--- src/rtl/qosc_ctrl.sv ---
// qosc_ctrl -- quadrature oscillator sequencing controller.
//
// A 16-bit serial configuration frame (sclk/sdi/cs_n, asynchronous to clk)
// loads shadow registers. A start command copies every shadow register into
// the active output registers, holds the oscillator preload (load) for
// LOAD_CYCLES clocks and then issues advance strobes (step) until stop.
//
// Build option: define QOSC_CTRL_PRESCALE_EN to add the prescale register
// (address 5) and the step prescale counter. Without it, step fires on every
// RUN cycle and address 5 is ignored.
//
// Ports
//   clk                   system clock, all state on rising edge
//   rst_n                 asynchronous active-low reset
//   cfg_sclk/sdi/cs_n     serial config pins (asynchronous)
//   start, stop           one-cycle command strobes (stop wins)
//   re_coeff, im_coeff, power, accu_re_init, accu_im_init
//                         active oscillator settings (8 bits each)
//   load                  oscillator preload, high for LOAD_CYCLES cycles
//   step                  oscillator advance strobe, RUN only
//   busy                  state != IDLE
//   state                 IDLE=00, LOAD=01, RUN=10
//
// FSM states
//   state   | meaning
//   ST_IDLE | waiting for start
//   ST_LOAD | load asserted, counting down the preload pulse
//   ST_RUN  | issuing step strobes at the prescaled rate

module qosc_ctrl #(
  parameter int unsigned LOAD_CYCLES = 4
) (
  input  logic       clk,
  input  logic       rst_n,
  input  logic       cfg_sclk,
  input  logic       cfg_sdi,
  input  logic       cfg_cs_n,
  input  logic       start,
  input  logic       stop,
  output logic [7:0] re_coeff,
  output logic [7:0] im_coeff,
  output logic [7:0] power,
  output logic [7:0] accu_re_init,
  output logic [7:0] accu_im_init,
  output logic       load,
  output logic       step,
  output logic       busy,
  output logic [1:0] state
);

  typedef enum logic [1:0] {
    ST_IDLE = 2'b00,
    ST_LOAD = 2'b01,
    ST_RUN  = 2'b10
  } state_e;

  localparam logic [3:0] LOAD_LAST = 4'(LOAD_CYCLES - 1);

  localparam logic [7:0] RST_RE    = 8'h7D;
  localparam logic [7:0] RST_IM    = 8'h1B;
  localparam logic [7:0] RST_POWER = 8'h40;
  localparam logic [7:0] RST_ACCRE = 8'h20;
  localparam logic [7:0] RST_ACCIM = 8'h00;

  // ---------------------------------------------------------------------
  // Pin synchronizers and edge detection (synchronized domain only)
  // ---------------------------------------------------------------------
  logic [1:0] sclk_sync_q, sdi_sync_q, csn_sync_q;
  logic       sclk_prev_q, csn_prev_q;

  always_ff @(posedge clk or negedge rst_n) begin
    if (!rst_n) begin
      sclk_sync_q <= 2'b00;
      sdi_sync_q  <= 2'b00;
      csn_sync_q  <= 2'b11;
      sclk_prev_q <= 1'b0;
      csn_prev_q  <= 1'b1;
    end else begin
      sclk_sync_q <= {sclk_sync_q[0], cfg_sclk};
      sdi_sync_q  <= {sdi_sync_q[0], cfg_sdi};
      csn_sync_q  <= {csn_sync_q[0], cfg_cs_n};
      sclk_prev_q <= sclk_sync_q[1];
      csn_prev_q  <= csn_sync_q[1];
    end
  end

  logic sclk_rise, csn_fall, csn_rise;
  assign sclk_rise = sclk_sync_q[1] & ~sclk_prev_q;
  assign csn_fall  = ~csn_sync_q[1] & csn_prev_q;
  assign csn_rise  = csn_sync_q[1] & ~csn_prev_q;

  // ---------------------------------------------------------------------
  // Frame shifter. The bit counter saturates at 17 so any over-length
  // frame stays distinguishable from a legal 16-bit one.
  // ---------------------------------------------------------------------
  logic [15:0] shift_q;
  logic [4:0]  bit_cnt_q;
  logic        commit_q;
  logic [2:0]  frame_addr_q;
  logic [7:0]  frame_data_q;

  always_ff @(posedge clk or negedge rst_n) begin
    if (!rst_n) begin
      shift_q      <= '0;
      bit_cnt_q    <= '0;
      commit_q     <= 1'b0;
      frame_addr_q <= '0;
      frame_data_q <= '0;
    end else begin
      if (csn_fall) begin
        bit_cnt_q <= '0;
      end else if (sclk_rise && !csn_sync_q[1]) begin
        shift_q <= {shift_q[14:0], sdi_sync_q[1]};
        if (bit_cnt_q != 5'd17) begin
          bit_cnt_q <= bit_cnt_q + 5'd1;
        end
      end
      commit_q <= csn_rise && (bit_cnt_q == 5'd16);
      if (csn_rise) begin
        frame_addr_q <= shift_q[15:13];
        frame_data_q <= shift_q[7:0];
      end
    end
  end

  // ---------------------------------------------------------------------
  // Shadow registers, written the cycle after the commit decision
  // ---------------------------------------------------------------------
  logic [7:0] sh_re_q, sh_im_q, sh_power_q, sh_accre_q, sh_accim_q;
`ifdef QOSC_CTRL_PRESCALE_EN
  logic [7:0] sh_presc_q;
`endif

  always_ff @(posedge clk or negedge rst_n) begin
    if (!rst_n) begin
      sh_re_q    <= RST_RE;
      sh_im_q    <= RST_IM;
      sh_power_q <= RST_POWER;
      sh_accre_q <= RST_ACCRE;
      sh_accim_q <= RST_ACCIM;
`ifdef QOSC_CTRL_PRESCALE_EN
      sh_presc_q <= 8'h00;
`endif
    end else if (commit_q) begin
      case (frame_addr_q)
        3'd0:    sh_re_q    <= frame_data_q;
        3'd1:    sh_im_q    <= frame_data_q;
        3'd2:    sh_power_q <= frame_data_q;
        3'd3:    sh_accre_q <= frame_data_q;
        3'd4:    sh_accim_q <= frame_data_q;
`ifdef QOSC_CTRL_PRESCALE_EN
        3'd5:    sh_presc_q <= frame_data_q;
`endif
        default: ;
      endcase
    end
  end

  // ---------------------------------------------------------------------
  // Sequencer FSM
  // ---------------------------------------------------------------------
  state_e     state_q, state_d;
  logic [3:0] load_cnt_q, load_cnt_d;
  logic       copy_en;
  logic       presc_hit;

`ifdef QOSC_CTRL_PRESCALE_EN
  logic [7:0] act_presc_q;
  logic [7:0] presc_cnt_q, presc_cnt_d;
  assign presc_hit = (presc_cnt_q == act_presc_q);
`else
  assign presc_hit = 1'b1;
`endif

  always_comb begin
    state_d    = state_q;
    load_cnt_d = load_cnt_q;
`ifdef QOSC_CTRL_PRESCALE_EN
    presc_cnt_d = presc_cnt_q;
`endif
    copy_en = 1'b0;
    load    = 1'b0;
    step    = 1'b0;
    case (state_q)
      ST_IDLE: begin
        if (start && !stop) begin
          state_d    = ST_LOAD;
          load_cnt_d = LOAD_LAST;
          copy_en    = 1'b1;
        end
      end
      ST_LOAD: begin
        load = 1'b1;
        if (stop) begin
          state_d = ST_IDLE;
        end else if (load_cnt_q == 4'd0) begin
          state_d = ST_RUN;
`ifdef QOSC_CTRL_PRESCALE_EN
          presc_cnt_d = 8'd0;
`endif
        end else begin
          load_cnt_d = load_cnt_q - 4'd1;
        end
      end
      ST_RUN: begin
        step = presc_hit;
        if (stop) begin
          state_d = ST_IDLE;
        end else if (start) begin
          state_d    = ST_LOAD;
          load_cnt_d = LOAD_LAST;
          copy_en    = 1'b1;
        end else begin
`ifdef QOSC_CTRL_PRESCALE_EN
          presc_cnt_d = presc_hit ? 8'd0 : presc_cnt_q + 8'd1;
`endif
        end
      end
      default: state_d = ST_IDLE;
    endcase
  end

  always_ff @(posedge clk or negedge rst_n) begin
    if (!rst_n) begin
      state_q    <= ST_IDLE;
      load_cnt_q <= '0;
`ifdef QOSC_CTRL_PRESCALE_EN
      presc_cnt_q <= '0;
`endif
    end else begin
      state_q    <= state_d;
      load_cnt_q <= load_cnt_d;
`ifdef QOSC_CTRL_PRESCALE_EN
      presc_cnt_q <= presc_cnt_d;
`endif
    end
  end

  // ---------------------------------------------------------------------
  // Active registers: only refreshed on LOAD entry
  // ---------------------------------------------------------------------
  logic [7:0] act_re_q, act_im_q, act_power_q, act_accre_q, act_accim_q;

  always_ff @(posedge clk or negedge rst_n) begin
    if (!rst_n) begin
      act_re_q    <= RST_RE;
      act_im_q    <= RST_IM;
      act_power_q <= RST_POWER;
      act_accre_q <= RST_ACCRE;
      act_accim_q <= RST_ACCIM;
`ifdef QOSC_CTRL_PRESCALE_EN
      act_presc_q <= 8'h00;
`endif
    end else if (copy_en) begin
      act_re_q    <= sh_re_q;
      act_im_q    <= sh_im_q;
      act_power_q <= sh_power_q;
      act_accre_q <= sh_accre_q;
      act_accim_q <= sh_accim_q;
`ifdef QOSC_CTRL_PRESCALE_EN
      act_presc_q <= sh_presc_q;
`endif
    end
  end

  assign re_coeff     = act_re_q;
  assign im_coeff     = act_im_q;
  assign power        = act_power_q;
  assign accu_re_init = act_accre_q;
  assign accu_im_init = act_accim_q;
  assign busy         = (state_q != ST_IDLE);
  assign state        = state_q;

endmodule

--- config.mk ---
export PLATFORM = sky130hd
export DESIGN_NAME = qosc_ctrl
export DESIGN_NICKNAME = d
export VERILOG_FILES = /design/src/rtl/qosc_ctrl.sv
export SDC_FILE = /design/constraint.sdc
export NUM_CORES = 1
export LEC_CHECK = 0
export ABC_AREA = 1
export BUFFER_PORTS_ARGS = -buffer_cell sky130_fd_sc_hd__buf_2
export CORE_ASPECT_RATIO = 2
export CORE_UTILIZATION = 50
export CTS_CLUSTER_DIAMETER = 40
export DETAILED_ROUTE_END_ITERATION = 7
export MAX_ROUTING_LAYER = met4
export PLACE_DENSITY = 0.76
export SLEW_MARGIN = 10
export SYNTH_ARGS = -nofsm -noshare
export SYNTH_HDL_FRONTEND = slang
export SYNTH_SLANG_ARGS = --single-unit
--- constraint.sdc ---
create_clock -name clk -period 1.8 [get_ports clk]
set_input_delay 0.09 -clock clk [delete_from_list [all_inputs] [get_ports clk]]
set_output_delay 0.09 -clock clk [all_outputs]
set_load 0.02 [all_outputs]
### Word-level counts from Yosys, hierarchy flattened

Index checks and enable logic that the tools add are counted.

* register bits: 127
* input port bits: 7
* output and inout bits: 45
* word-level logic and storage cells: 88

* add/sub/neg operators: 2
* equal/unequal tests: 15
* muxes and demuxes: 21
* bitwise gates (word level): 7
* reductions and logical operators: 21

Operator list (number)
* two-way mux 4 bit: 5
* two-way mux 5 bit: 3
* AND reduction 2 bit: 7
* case mux 4 bit (3 select lines): 1
* two-way mux 2 bit: 5
* != test 2 bit (second input constant): 5
* == test 3 x 2 -> 1 bit (second input constant): 2
* != test 3 bit (second input constant): 2
* case mux 2 bit (3 select lines): 1
* AND reduction 6 bit: 1
* nonzero test 2 bit: 3
* adder 5 x 1 -> 5 bit (second input constant): 1
* == test 5 bit (second input constant): 1
* two-way mux 1 bit: 5
* != test 5 bit (second input constant): 1
* logical NOT 4 bit: 1
* NOT 1 bit: 4
* subtractor 4 x 1 -> 4 bit (second input constant): 1
* AND 1 bit: 3
* == test 3 x 1 -> 1 bit (second input constant): 1
* == test 3 bit (second input constant): 1
* logical AND 1 bit: 3
* logical NOT 3 bit: 1
* AND reduction 3 bit: 1
* other kinds (6): 7

### Logic depth before layout (Yosys ltp)

Gate-level depths: netlist of the first run.

* word-level depth: 5
* depth in mapped cells: 8
* depth with buffers taken out: 8

### Worst setup path after synthesis of the first run

No wires, ideal clock.

* path kind: reg2reg
* start: reg csn_prev_q
* end: reg bit_cnt_q[2]
* setup time: 117 ps
* arrival time: 1196 ps
* required time: 1683 ps
* setup slack: 487 ps
* cell stages (with the launch flop): 6
* buffers on the path: 0
* clock period less this slack: 1313 ps
* cell sequence: dfstp_2 inv_1 nor2_1 inv_1 nand4_1 nand2_1

* cells in the longest elaborated chain, start to end: 3
* elaborated cells on any way between the ends: 5
* those cells by class: mux (1); bitwise (1); reduce/logical (3)

Ends and longest elaborated chain
* start: declaration: RTL line 69 `logic sclk_prev_q, csn_prev_q;`
* start signal: assignment: RTL line 83 `csn_prev_q <= csn_sync_q[1];`
* AND 1 bit *: RTL line 89 `assign csn_fall = ~csn_sync_q[1] & csn_prev_q;`
* nonzero test 2 bit (no source line)
* AND reduction 2 bit (no source line)
* end signal: assignment: RTL line 115 `bit_cnt_q <= bit_cnt_q + 5'd1;`
* end: declaration: RTL line 97 `logic [4:0] bit_cnt_q;`

Mark *: on every way between the ends. The rest lies on a longest branch, timed or not.
A chain may end at the register's enable or synchronous reset.

### Worst setup path in the final report of the first run

* start: in stop
* end: reg load_cnt_q[0]

* cells in the longest elaborated chain, start to end: 4
* elaborated cells on any way between the ends: 6
* those cells by class: eq/ne (3); reduce/logical (3)

Ends and longest elaborated chain
* start: declaration: RTL line 39 `input logic stop,`
* logical NOT 1 bit: RTL line 186 `if (start && !stop) begin`
* logical AND 1 bit: RTL line 186
* != test 2 bit (no source line)
* AND reduction 6 bit (no source line) *
* end signal: assignment: RTL line 232 `load_cnt_q <= load_cnt_d;`
* end: declaration: RTL line 163 `logic [3:0] load_cnt_q, load_cnt_d;`

Marks and branches as above.

==> results of run 1 <==
## worst register-to-register path, cell delays in order (launching register included)
cell and delay (ps):
dfrtp_1 430, nor2_2 80, inv_2 490, nand2_1 220, nand2_1 100, o21ai_0 110
## power groups by stage
stage	Clock, uW	Sequential (uW)	Combinational [uW]
after floorplan	0	3150	381
after detailed placement	0	3170	589
after global routing	3570	3140	676
after CTS	3440	3120	609
final	3380	3120	599
after global placement	0	3150	560
## worst min path at each step
stage,end,slack (ps),depth (start not counted)
final,re_coeff[1],190,2
after CTS,re_coeff[1],190,2
after global routing,shift_q[5],220,2
after detailed placement,frame_data_q[5],90,1
after global placement,frame_data_q[4],90,1
after floorplan,accu_im_init[0],-210,0
## sequential cells by signal, summed over array words and instances (netlist names), 3 cells and up
name          count
shift_q          16
accu_im_init      8
accu_re_init      8
frame_data_q      8
im_coeff          8
power             8
re_coeff          8
sh_accim_q        8
sh_accre_q        8
sh_im_q           8
sh_power_q        8
sh_re_q           8
bit_cnt_q         5
load_cnt_q        4
frame_addr_q      3
## placed cells by master (no fill, tap or decap)
| cell | synthesis | final |
|---|---|---|
| xnor2_1 | 1 | 1 |
| clkbuf_16 | 0 | 17 |
| bufinv_16 | 0 | 3 |
| nand2_2 | 1 | 1 |
| dlygate4sd3_1 | 0 | 7 |
| o21ai_2 | 6 | 6 |
| ha_1 | 5 | 5 |
| inv_2 | 1 | 1 |
| buf_2 | 15 | 50 |
| xor2_1 | 2 | 2 |
| a21oi_1 | 4 | 4 |
| a21oi_4 | 1 | 1 |
| o21bai_1 | 1 | 1 |
| clkinv_2 | 0 | 4 |
| nand3_1 | 14 | 14 |
| nor2_2 | 1 | 1 |
| buf_12 | 0 | 2 |
| nor2_4 | 1 | 1 |
| nor2_1 | 16 | 16 |
| o21ai_0 | 52 | 52 |
| nand3_2 | 1 | 1 |
| dfrtp_1 | 100 | 100 |
| o21ai_1 | 4 | 4 |
| dfstp_2 | 27 | 27 |
| buf_4 | 1 | 5 |
| clkbuf_1 | 2 | 6 |
| o22ai_1 | 1 | 1 |
| inv_1 | 34 | 34 |
| nor3b_2 | 1 | 1 |
| mux2_2 | 1 | 1 |
| clkbuf_8 | 0 | 2 |
| o21a_1 | 1 | 1 |
| nand4_1 | 4 | 4 |
| nand2_1 | 218 | 218 |
## stage by stage
step | hold WS [ps] | cells
floorplan | -206 | 517
global placement | 86.6 | 687
detailed placement | 93.1 | 687
CTS | 191 | 726
global route | 225 | 726
finish | 191 | 726
## metal layers
metal / GRT usage (%) / up-vias / wire [um]
met5: - / - / 0
met4: 10.0 / 0 / 255
met3: 6.99 / 23 / 396
met2: 37.5 / 75 / 5300
met1: 22.5 / 1744 / 3780
li1: - / 1755 / -
## logic make-up (layout without fill, tap and decap cells)
group | after synthesis | after routing | synth area share [%]
compound gates | 70 | 70 | 7.88
xor+xnor | 3 | 3 | 0.530
fa+ha+maj | 5 | 5 | 1.26
buf+inv | 54 | 131 | 4.70
flops | 127 | 127 | 64.8
mux | 1 | 1 | 0.227
simple gates | 257 | 257 | 20.6
## final cells by class
type	count	share of cell area (%)
clock buffers	25	7.92
clock inverters	7	1.83
inverters	35	2.19
multi-input cells	336	25.2
flip-flops and latches	127	53.5
well taps	132	2.75
repair buffers	64	6.63
## timing repair
| item | in CTS | in global routing |
|---|---|---|
| resized for setup | 0 | 0 |
| hold endpoints to repair | 39 | 0 |
| hold buffers | 7 | 0 |
==> summary.txt, run 1 <==
Power and ir drop
  – Cell area power density: approximately 1200 nW/um^2
  – Logic pwr share: under 10%
  – Sequential Power Share: between 40 and 50%
  – Clock power share: between 40% and 50%
  – Tot Pwr: 7100 uW
  – Leak: ~0.0031 uW
  – Pint: roughly 5400 uW
  – Worst VDD drop: about 0.82 mV
  – Sw frac: a little under a quarter
  – Sw power: around 1700 uW

Worst setup path
  – Required time worst endpoint: ~2100 ps
  – Critical-path cell list: dlygate4sd3_1 -> buf_2 -> inv_1 -> nand2_1 -> nor2_2 -> inv_2 -> nand2_1 -> nand2_1 -> o21ai_0
  – CP max-delay cell: dlygate4sd3_1
  – Crit path depth: 9
  – R2r worst-path depth: 5
  – Family with the most delay on the worst path: buffers and inverters
  – Critical Path Sink Type: flip-flop
  – Kind of critical path: in2reg
  – CP most frequent cell: nand2_1
  – Max incr delay on CP: around 530 ps
  – Critical Path AT: between 1500 and 2000 ps
  – Setup slack, reg-to-reg: roughly 230 ps
  – FF-to-FF Start: state[0]
  – Critical path destination: load_cnt_q[0]
  – Setup crit start: stop
  – Reg-to-Reg End: load_cnt_q[0]
  – Crit path launch type: input port
  – Worst path bufs/invs: 4
  – Crit path max fanout: 42

CTS
  – Post-CTS Setup Bufs: 0
  – Num CTS Buffers: 17
  – CTS max path bufs: 2
  – Clk Latency, worst-skew pair: around 420 ps
  – Root Driver: clkbuf_16
  – CTS tree: done
  – CTS sink cnt: between 100 and 150
  – Htree depth: 4
  – Clock Pin Slew Worst Setup and Hold Paths: approximately 60 ps

Floorplan
  – Row count: 51
  – Die Wd: 72.4 um
  – DIE AREA: 10300 um^2
  – IO Count: 52
  – Core Region: roughly 9700 um^2
  – Die height: around 140 um
  – Initial core utilization: a little over 50%

Layout
  – Reg area: 3210 um^2
  – Fin util: roughly three fifths
  – Area of the multi-input gates: 1510 um^2
  – Layout area overhead: 21.1%
  – Layout cells sized above 1: between 20% and 30%
  – Layout filler cell count: 788
  – Fin area: between 6000 and 7000 um^2
  – Nets: ~590
  – # diodes: 0

Logic synthesis
  – Synth Cell Area: 4950 um^2
  – Syn nets: 529
  – Synth warn: 0
  – Mean Syn Cell Area: 9.58 um^2
  – FFs w/ async S/R, synth: 100%
  – Area fraction of the dominant cell type after synthesis: approximately half
  – Top post-synthesis cells by count: nand2_1 (218), dfrtp_1 (100), o21ai_0 (52), inv_1 (34), dfstp_2 (27)
  – Yosys top cell by area: dfrtp_1
  – Synth top area cells: dfrtp_1 (51%), nand2_1 (17%), dfstp_2 (14%)
  – Yosys reg bits: approximately 130
  – Seq/Total Area, Yosys: between 60% and 70%
  – Post-synth EDFFs: 0
  – Count leader, synth: nand2_1
  – Unique cell type count in the Yosys netlist: 29
  – Top_reg_cell synth: dfrtp_1
  – Synthesized instance count: between 500 and 600

STA
  – Slew Viols, Final: 0
  – PnR worst setup slack: 207 ps
  – Min Clock Period, post-route: ~1600 ps
  – Max Fclk: between 0.6 and 0.7 GHz
  – RSZ-0062 raised after global routing: no
  – Final hold viol count: 0
  – Slew @ Worst Pin: between 600 and 700 ps
  – Relative slew margins: approximately 56%
  – Setup TNS: 0 ps
  – Final-report setup violation count: 0
  – Final Skew: a little under 7 ps
  – Final period utilization: between 80% and 90%

Placement
  – Port buffer count: 51
  – Hpwl dp: roughly 6400 um
  – Placed cell areas: between 5000 and 6000 um^2
  – GPL Wtd Cong: between 0.7 and 0.8
  – Pre-CTS WS: 255 ps

Global routing
  – Gr ovfl total: 0
  – First-pass GRT wire length: between 15000 and 20000 um
  – Initial antenna violation count: 0
  – Vias in the first global route: about 3500
  – Largest net degree at the start of global routing: 51
  – All-Layer GR Usage: 21.9%

Detailed routing
  – DR vias: 3597
  – DRC viols: 0
  – 1st-iter DRT viols: 228
  – Detail-routed via count per cell: roughly 5.0
  – WL/cell: 13.4 um
  – DR pass1 iterations: 5
  – Routed WL: roughly 9700 um
  – Post-route ant nets: 0

Status
  – Status: finished, final reports clean

Job
  – Maxcap violations: 0

Min path
  – Worst Hold Class: in2async
(Power assumes the default switching activity.)
==> run 2: changes to the inputs <==
- clock period: 1.8 -> 1.5 ns (I/O delays scaled with it)
==> run 2 against run 1 <==
Effect of this change:
- cell count rose by 0.14%
- count of clock-buffer cells in the layout fell by 3
- non-clock buffer count rose by 1
- clock skew fell by 2.5 ps
- final area rose by 0.79%
- critical path depth fell by 6
- critical endpoint is now sh_power_q[0]
- largest cell class unchanged
- largest power group unchanged
- highest routed layer unchanged
==> summary.txt, run 2 (synthesis gave the netlist of run 1 again) <==
Status
  – Status: finished, final reports clean

Detailed routing
  – Post-route ant nets: 0 (unchanged)
  – Detail-routed via count per cell: 4.95 (about the same)
  – WL/cell: 13.3 um (-1.1%)
  – DRC viols: 0 (unchanged)
  – 1st-iter DRT viols: 200 (-12%)
  – Routed WL: 9640 um (-0.96%)
  – DR vias: 3602 (+0.14%)
  – DR pass1 iterations: 5 (unchanged)

STA
  – Min Clock Period, post-route: 1440 ps
  – Slew @ Worst Pin: 518 ps (-134 ps)
  – Setup TNS: 0 ps (unchanged)
  – Slew Viols, Final: 0 (unchanged)
  – Relative slew margins: 65.3% (+8.9 points)
  – Final hold viol count: 0 (unchanged)
  – Worst hold margin: 104 ps (-86.6 ps)
  – RSZ-0062 raised after global routing: yes
  – Final Skew: 4.46 ps (-2.49 ps)
  – Final period utilization: around 96%
  – Final-report setup violation count: 0 (unchanged)
  – PnR worst setup slack: 60.2 ps (-147 ps)
  – Max Fclk: roughly 0.7 GHz

Global routing
  – Initial antenna violation count: 0 (unchanged)
  – All-Layer GR Usage: 22.0% (+0.092 points)
  – Largest net degree at the start of global routing: 47 (-7.8%)
  – First-pass GRT wire length: 16600 um (+1.1%)
  – Vias in the first global route: 3658 (+3.3%)
  – Gr ovfl total: 0 (unchanged)

Worst setup path
  – Required time worst endpoint: 1800 ps (-280 ps)
  – Crit path max fanout: 16 (-62%)
  – FF-to-FF Start: frame_addr_q[2]
  – Critical Path AT: 1740 ps (-140 ps)
  – Crit path launch type: flip-flop
  – Setup crit start: frame_addr_q[2]
  – Critical Path Sink Type: flip-flop
  – Kind of critical path: reg2reg

Power and ir drop
  – Clock power share: 48.1% (+0.5 points)
  – Cell area power density: 1420 nW/um^2 (+20%)
  – Sw frac: 23.6% (+0.24 points)
  – Logic pwr share: 8.5% (about the same)
  – Pint: 6580 uW (+21%)
  – Sw power: 2040 uW (+23%)
  – Sequential Power Share: 43.4% (-0.6 points)
  – Worst VDD drop: 0.799 mV (-2.7%)
  – Leak: 0.00309 uW (+0.47%)

CTS
  – Clock Pin Slew Worst Setup and Hold Paths: 50 ps (about the same)
  – CTS max path bufs: 2 (unchanged)
  – CTS sink cnt: 127 (unchanged)
  – Clk Latency, worst-skew pair: 410 ps (about the same)
  – CTS tree: done
  – Root Driver: clkbuf_16
  – Num CTS Buffers: 17 (unchanged)
  – Htree depth: 4 (unchanged)
  – Post-CTS Setup Bufs: 0 (unchanged)

Floorplan
  – Die Wd: 72.4 um (unchanged)
  – Die height: 143 um (unchanged)
  – Row count: 51 (unchanged)
  – DIE AREA: 10300 um^2 (unchanged)
  – IO Count: 52 (unchanged)
  – Core Region: 9700 um^2 (unchanged)
  – Initial core utilization: 51.1% (unchanged)

Layout
  – Max FFs per register: 16 (unchanged)
  – Most frequent cells in the layout: nand2_1 (218), dfrtp_1 (100), o21ai_0 (52)
  – Nets: 594 (+0.17%)
  – Commonest non-fill, non-tap cell in the layout: nand2_1
  – Layout filler cell count: 796 (+1.0%)
  – Area of the multi-input gates: 1510 um^2 (unchanged)
  – Reg area: 3210 um^2 (unchanged)
  – Largest Register: shift_q
  – Layout cells sized above 1: 21.8% (+0.97 points)
  – # diodes: 0 (unchanged)
  – Layout area overhead: 22.1%

Job
  – Maxcap violations: 0 (unchanged)

Placement
  – Hpwl dp: 6670 um (+4.6%)
  – Port buffer count: 51 (unchanged)
  – GPL Wtd Cong: 0.866 (+15%)
  – Pre-CTS WS: -31.4 ps (-286 ps)

Min path
  – Worst Hold Class: in2async
run 2: layout make-up:
cell class	instances	share of cell area (%)
Sequential cell	127	53.1
Clock inverter	10	2.23
Tap cell	132	2.73
Inverter	35	2.21
Multi-Input combinational cell	336	25.0
Clock buffer	22	7.84
Timing Repair Buffer	65	6.93
run 2: final timing paths:
path | endpoint | slack, ps | depth (start not counted)
max in group asynchronous | accu_re_init[5] | 780 | 3
min | shift_q[5] | 100 | 2
min reg2reg | sclk_sync_q[1] | 350 | 0
min in group clk | sclk_sync_q[0] | 300 | 2
max reg2reg | sh_power_q[0] | 60 | 3
max | sh_power_q[0] | 60 | 3
run 2: power groups by stage:
stage                     Clock (uW)  Sequential, uW  Combinational (uW)
after CTS                       4210            3740                 737
after detailed placement           0            3800                 720
after global placement             0            3780                 678
final                           4140            3740                 729
after global routing            4370            3770                 829
after floorplan                    0            3780                 457
run 2: worst max-delay path: stages (launching register included):
cell and delay [ps]:
dfrtp_1 410, nor2_4 140, nand3_1 380, o21ai_0 390
run 2: timing repair:
| action | in CTS | in global routing |
|---|---|---|
| endpoints found under the hold margin | 104 | 0 |
| hold buffers | 6 | 0 |
| endpoints found under the setup margin | 2 | 2 |
| gates resized for setup | 1 | 1 |
| pin swaps | 0 | 0 |
run 2: routing by layer:
layer	global-route usage, %	vias to the layer above	share of wire (%)
met3	4.30	27	2.8
met1	22.8	1739	38
li1	-	1758	-
met2	38.0	78	56
met5	-	-	0
met4	13.0	0	2.8
run 2: metrics by stage:
| stage | util, % | cell area, um^2 | power [uW] | instances |
|---|---|---|---|---|
| 5_1_grt | 62.4 | 6050 | 8960 | 727 |
| 3_3_place_gp | 55.4 | 5370 | 4460 | 689 |
| 6_report | 62.4 | 6050 | 8620 | 727 |
| 4_1_cts | 62.3 | 6050 | 8690 | 727 |
| 3_5_place_dp | 55.4 | 5370 | 4520 | 689 |
| 2_1_floorplan | - | 4950 | 4230 | 517 |
==> run 3: changes to the inputs <==
- BUFFER_PORTS_ARGS: -buffer_cell sky130_fd_sc_hd__buf_2 -> -buffer_cell sky130_fd_sc_hd__buf_4
==> run 3 against run 2 <==
Effect of this change:
- non-clock buffer count is 1 higher
- highest routed layer unchanged
- maximum frequency is 1.5% higher
- clock skew is 1.6 ps higher
==> summary.txt, run 3 (synthesis gave the netlist of run 1 again) <==
Worst setup path
  – R2r worst-path depth: 4 (+1)
  – CP max-delay cell: dlygate4sd3_1
  – Family with the most delay on the worst path: buffers and inverters
  – Reg-to-Reg End: sh_accre_q[6]
  – Crit path launch type: input port
  – CP most frequent cell: nand2_1
  – Max incr delay on CP: 550 ps (+140 ps)
  – Required time worst endpoint: 1850 ps (+50 ps)
  – Critical-path cell list: dlygate4sd3_1 -> buf_4 -> inv_1 -> nand2_1 -> nor2_2 -> buf_4 -> nand2_1 -> nand2_1
  – Crit path max fanout: 40 (+24)
  – FF-to-FF Start: frame_addr_q[2]
  – Worst path bufs/invs: 4 (+4)
  – Crit path depth: 8 (+5)
  – Kind of critical path: in2reg
  – Setup slack, reg-to-reg: 130 ps (+70 ps)
  – Critical Path Sink Type: flip-flop
  – Critical Path AT: 1770 ps (+30 ps)

STA
  – Final Skew: 6.02 ps (+1.56 ps)
  – Slew @ Worst Pin: 504 ps (-14.5 ps)
  – Relative slew margins: 66.3% (+0.97 points)
  – RSZ-0062 raised after global routing: no
  – Worst hold margin: 129 ps (+24.5 ps)
  – Final period utilization: 94.6% (-1.4 points)
  – Min Clock Period, post-route: 1420 ps (-21.1 ps)
  – Slew Viols, Final: 0 (unchanged)
  – Final hold viol count: 0 (unchanged)
  – Max Fclk: 0.705 GHz (+1.5%)
  – Final-report setup violation count: 0 (unchanged)

Layout
  – Post-route insts no fill: 728 (+0.14%)
  – Layout cells sized above 1: 22.1% (+0.30 points)
  – Most frequent cells in the layout: nand2_1 (218), dfrtp_1 (100), buf_4 (57)
  – Commonest non-fill, non-tap cell in the layout: nand2_1
  – Layout filler cell count: 805 (+1.1%)
  – Largest Register: shift_q
  – Max FFs per register: 16 (unchanged)
  – Layout area overhead: 23.9%
  – Nets: 595 (+0.17%)
  – # diodes: 0 (unchanged)

Global routing
  – Gr ovfl total: 0 (unchanged)
  – First-pass GRT wire length: 16700 um (+0.92%)
  – Largest net degree at the start of global routing: 43 (-8.5%)
  – All-Layer GR Usage: 22.5% (+0.48 points)
  – Initial antenna violation count: 0 (unchanged)
  – Vias in the first global route: 3640 (-0.49%)

CTS
  – Root Driver: clkbuf_16
  – Num CTS Buffers: 17 (unchanged)
  – Clock Pin Slew Worst Setup and Hold Paths: 50 ps (about the same)
  – Htree depth: 4 (unchanged)
  – CTS sink cnt: 127 (unchanged)
  – Clk Latency, worst-skew pair: 410 ps (about the same)
  – Post-CTS Setup Bufs: 0 (unchanged)
  – CTS tree: done
  – CTS max path bufs: 2 (unchanged)

Detailed routing
  – DR pass1 iterations: 7 (+2)
  – Detail-routed via count per cell: 4.94 (-0.39%)
  – Routed WL: 10100 um (+4.3%)
  – WL/cell: 13.8 um (+4.1%)
  – Post-route ant nets: 0 (unchanged)
  – DR vias: 3593 (-0.25%)
  – DRC viols: 0 (unchanged)
  – 1st-iter DRT viols: 203 (+1.5%)

Power and ir drop
  – Cell area power density: 1370 nW/um^2 (-4.0%)
  – Tot Pwr: 8390 uW (-2.6%)
  – Leak: 0.00309 uW (-0.17%)
  – Worst VDD drop: 1.00 mV (+25%)

Floorplan
  – Row count: 51 (unchanged)
  – Core Region: 9700 um^2 (unchanged)
  – Die Wd: 72.4 um (unchanged)
  – Initial core utilization: 51.1% (unchanged)
  – DIE AREA: 10300 um^2 (unchanged)
  – Die height: 143 um (unchanged)
  – IO Count: 52 (unchanged)

Status
  – Status: finished, final reports clean

Min path
  – Worst Hold Class: in2async

Placement
  – GPL Wtd Cong: 0.794 (-8.3%)
  – Port buffer count: 51 (unchanged)
  – Placed insts: 690 (+0.15%)
  – Hpwl dp: 6740 um (+1.0%)

Job
  – Maxcap violations: 0 (unchanged)
run 3: cell count changes in the layout (fill, tap and decap cells not counted), moves of 2 or more:
cell | previous run | this run
buf_4 | 5 | 57
clkbuf_8 | 3 | 1
clkinvlp_4 | 4 | 2
buf_2 | 50 | 0
clkinv_2 | 3 | 7
run 3: final cells by class:
cell class	instances	area, um^2	share of cell area [%]
well taps	132	165	2.69
flip-flops and latches	127	3210	52.3
repair buffers	66	548	8.93
multi-input cells	336	1520	24.7
clock inverters	12	119	1.94
clock buffers	20	447	7.28
inverters	35	134	2.18
run 3: worst reg2reg max path: stages, from the launching register on:
cell and delay (ps):
dfrtp_1 420, nor2_4 160, nand3_1 370, nand2_1 180, o21ai_0 110
run 3: worst max path at each step:
stage,startpoint,to,slack [ps]
after global routing,frame_addr_q[1],sh_accim_q[0],10
after detailed placement,state[0],load_cnt_q[1],-40
after global placement,state[0],load_cnt_q[1],50
final,stop,accu_im_init[7],80
after floorplan,csn_prev_q,bit_cnt_q[2],190
after CTS,frame_addr_q[2],sh_power_q[2],100
run 3: per-layer routing:
layer | part of all wire (%) | wire, um | vias to the layer above | track usage, %
met3 | 2.6 | 263 | 23 | 6.85
met1 | 38 | 3850 | 1743 | 23.3
met4 | 4.0 | 401 | 0 | 12.6
li1 | - | - | 1753 | -
met2 | 55 | 5530 | 74 | 37.4
met5 | 0 | 0 | - | -
run 3: what timing repair did:
item | in CTS | in global routing
endpoints found under the setup margin | 1 | 1
hold endpoints to repair | 111 | 0
gates resized for setup | 1 | 1
hold buffers | 6 | 0
run 3: power by group:
part / internal (uW) / switching (uW) / leakage (uW) / total [uW]
logic: 247 / 504 / 0.00117 / 751
clock network: 2460 / 1430 / 0.000279 / 3900
registers: 3620 / 126 / 0.00164 / 3740
total: 6330 / 2060 / 0.00309 / 8390
run 3: through the flow:
| step | TNS, ps | worst slack, ps | area [um^2] | util (%) |
|---|---|---|---|---|
| 6_report | 0 | 81.3 | 6140 | 63.3 |
| 5_1_grt | 0 | 9.76 | 6140 | 63.3 |
| 4_1_cts | 0 | 101 | 6130 | 63.2 |
| 3_5_place_dp | -40.9 | -40.9 | 5510 | 56.8 |
| 3_3_place_gp | 0 | 48.9 | 5510 | 56.8 |
| 2_1_floorplan | 0 | 187 | 4950 | - |
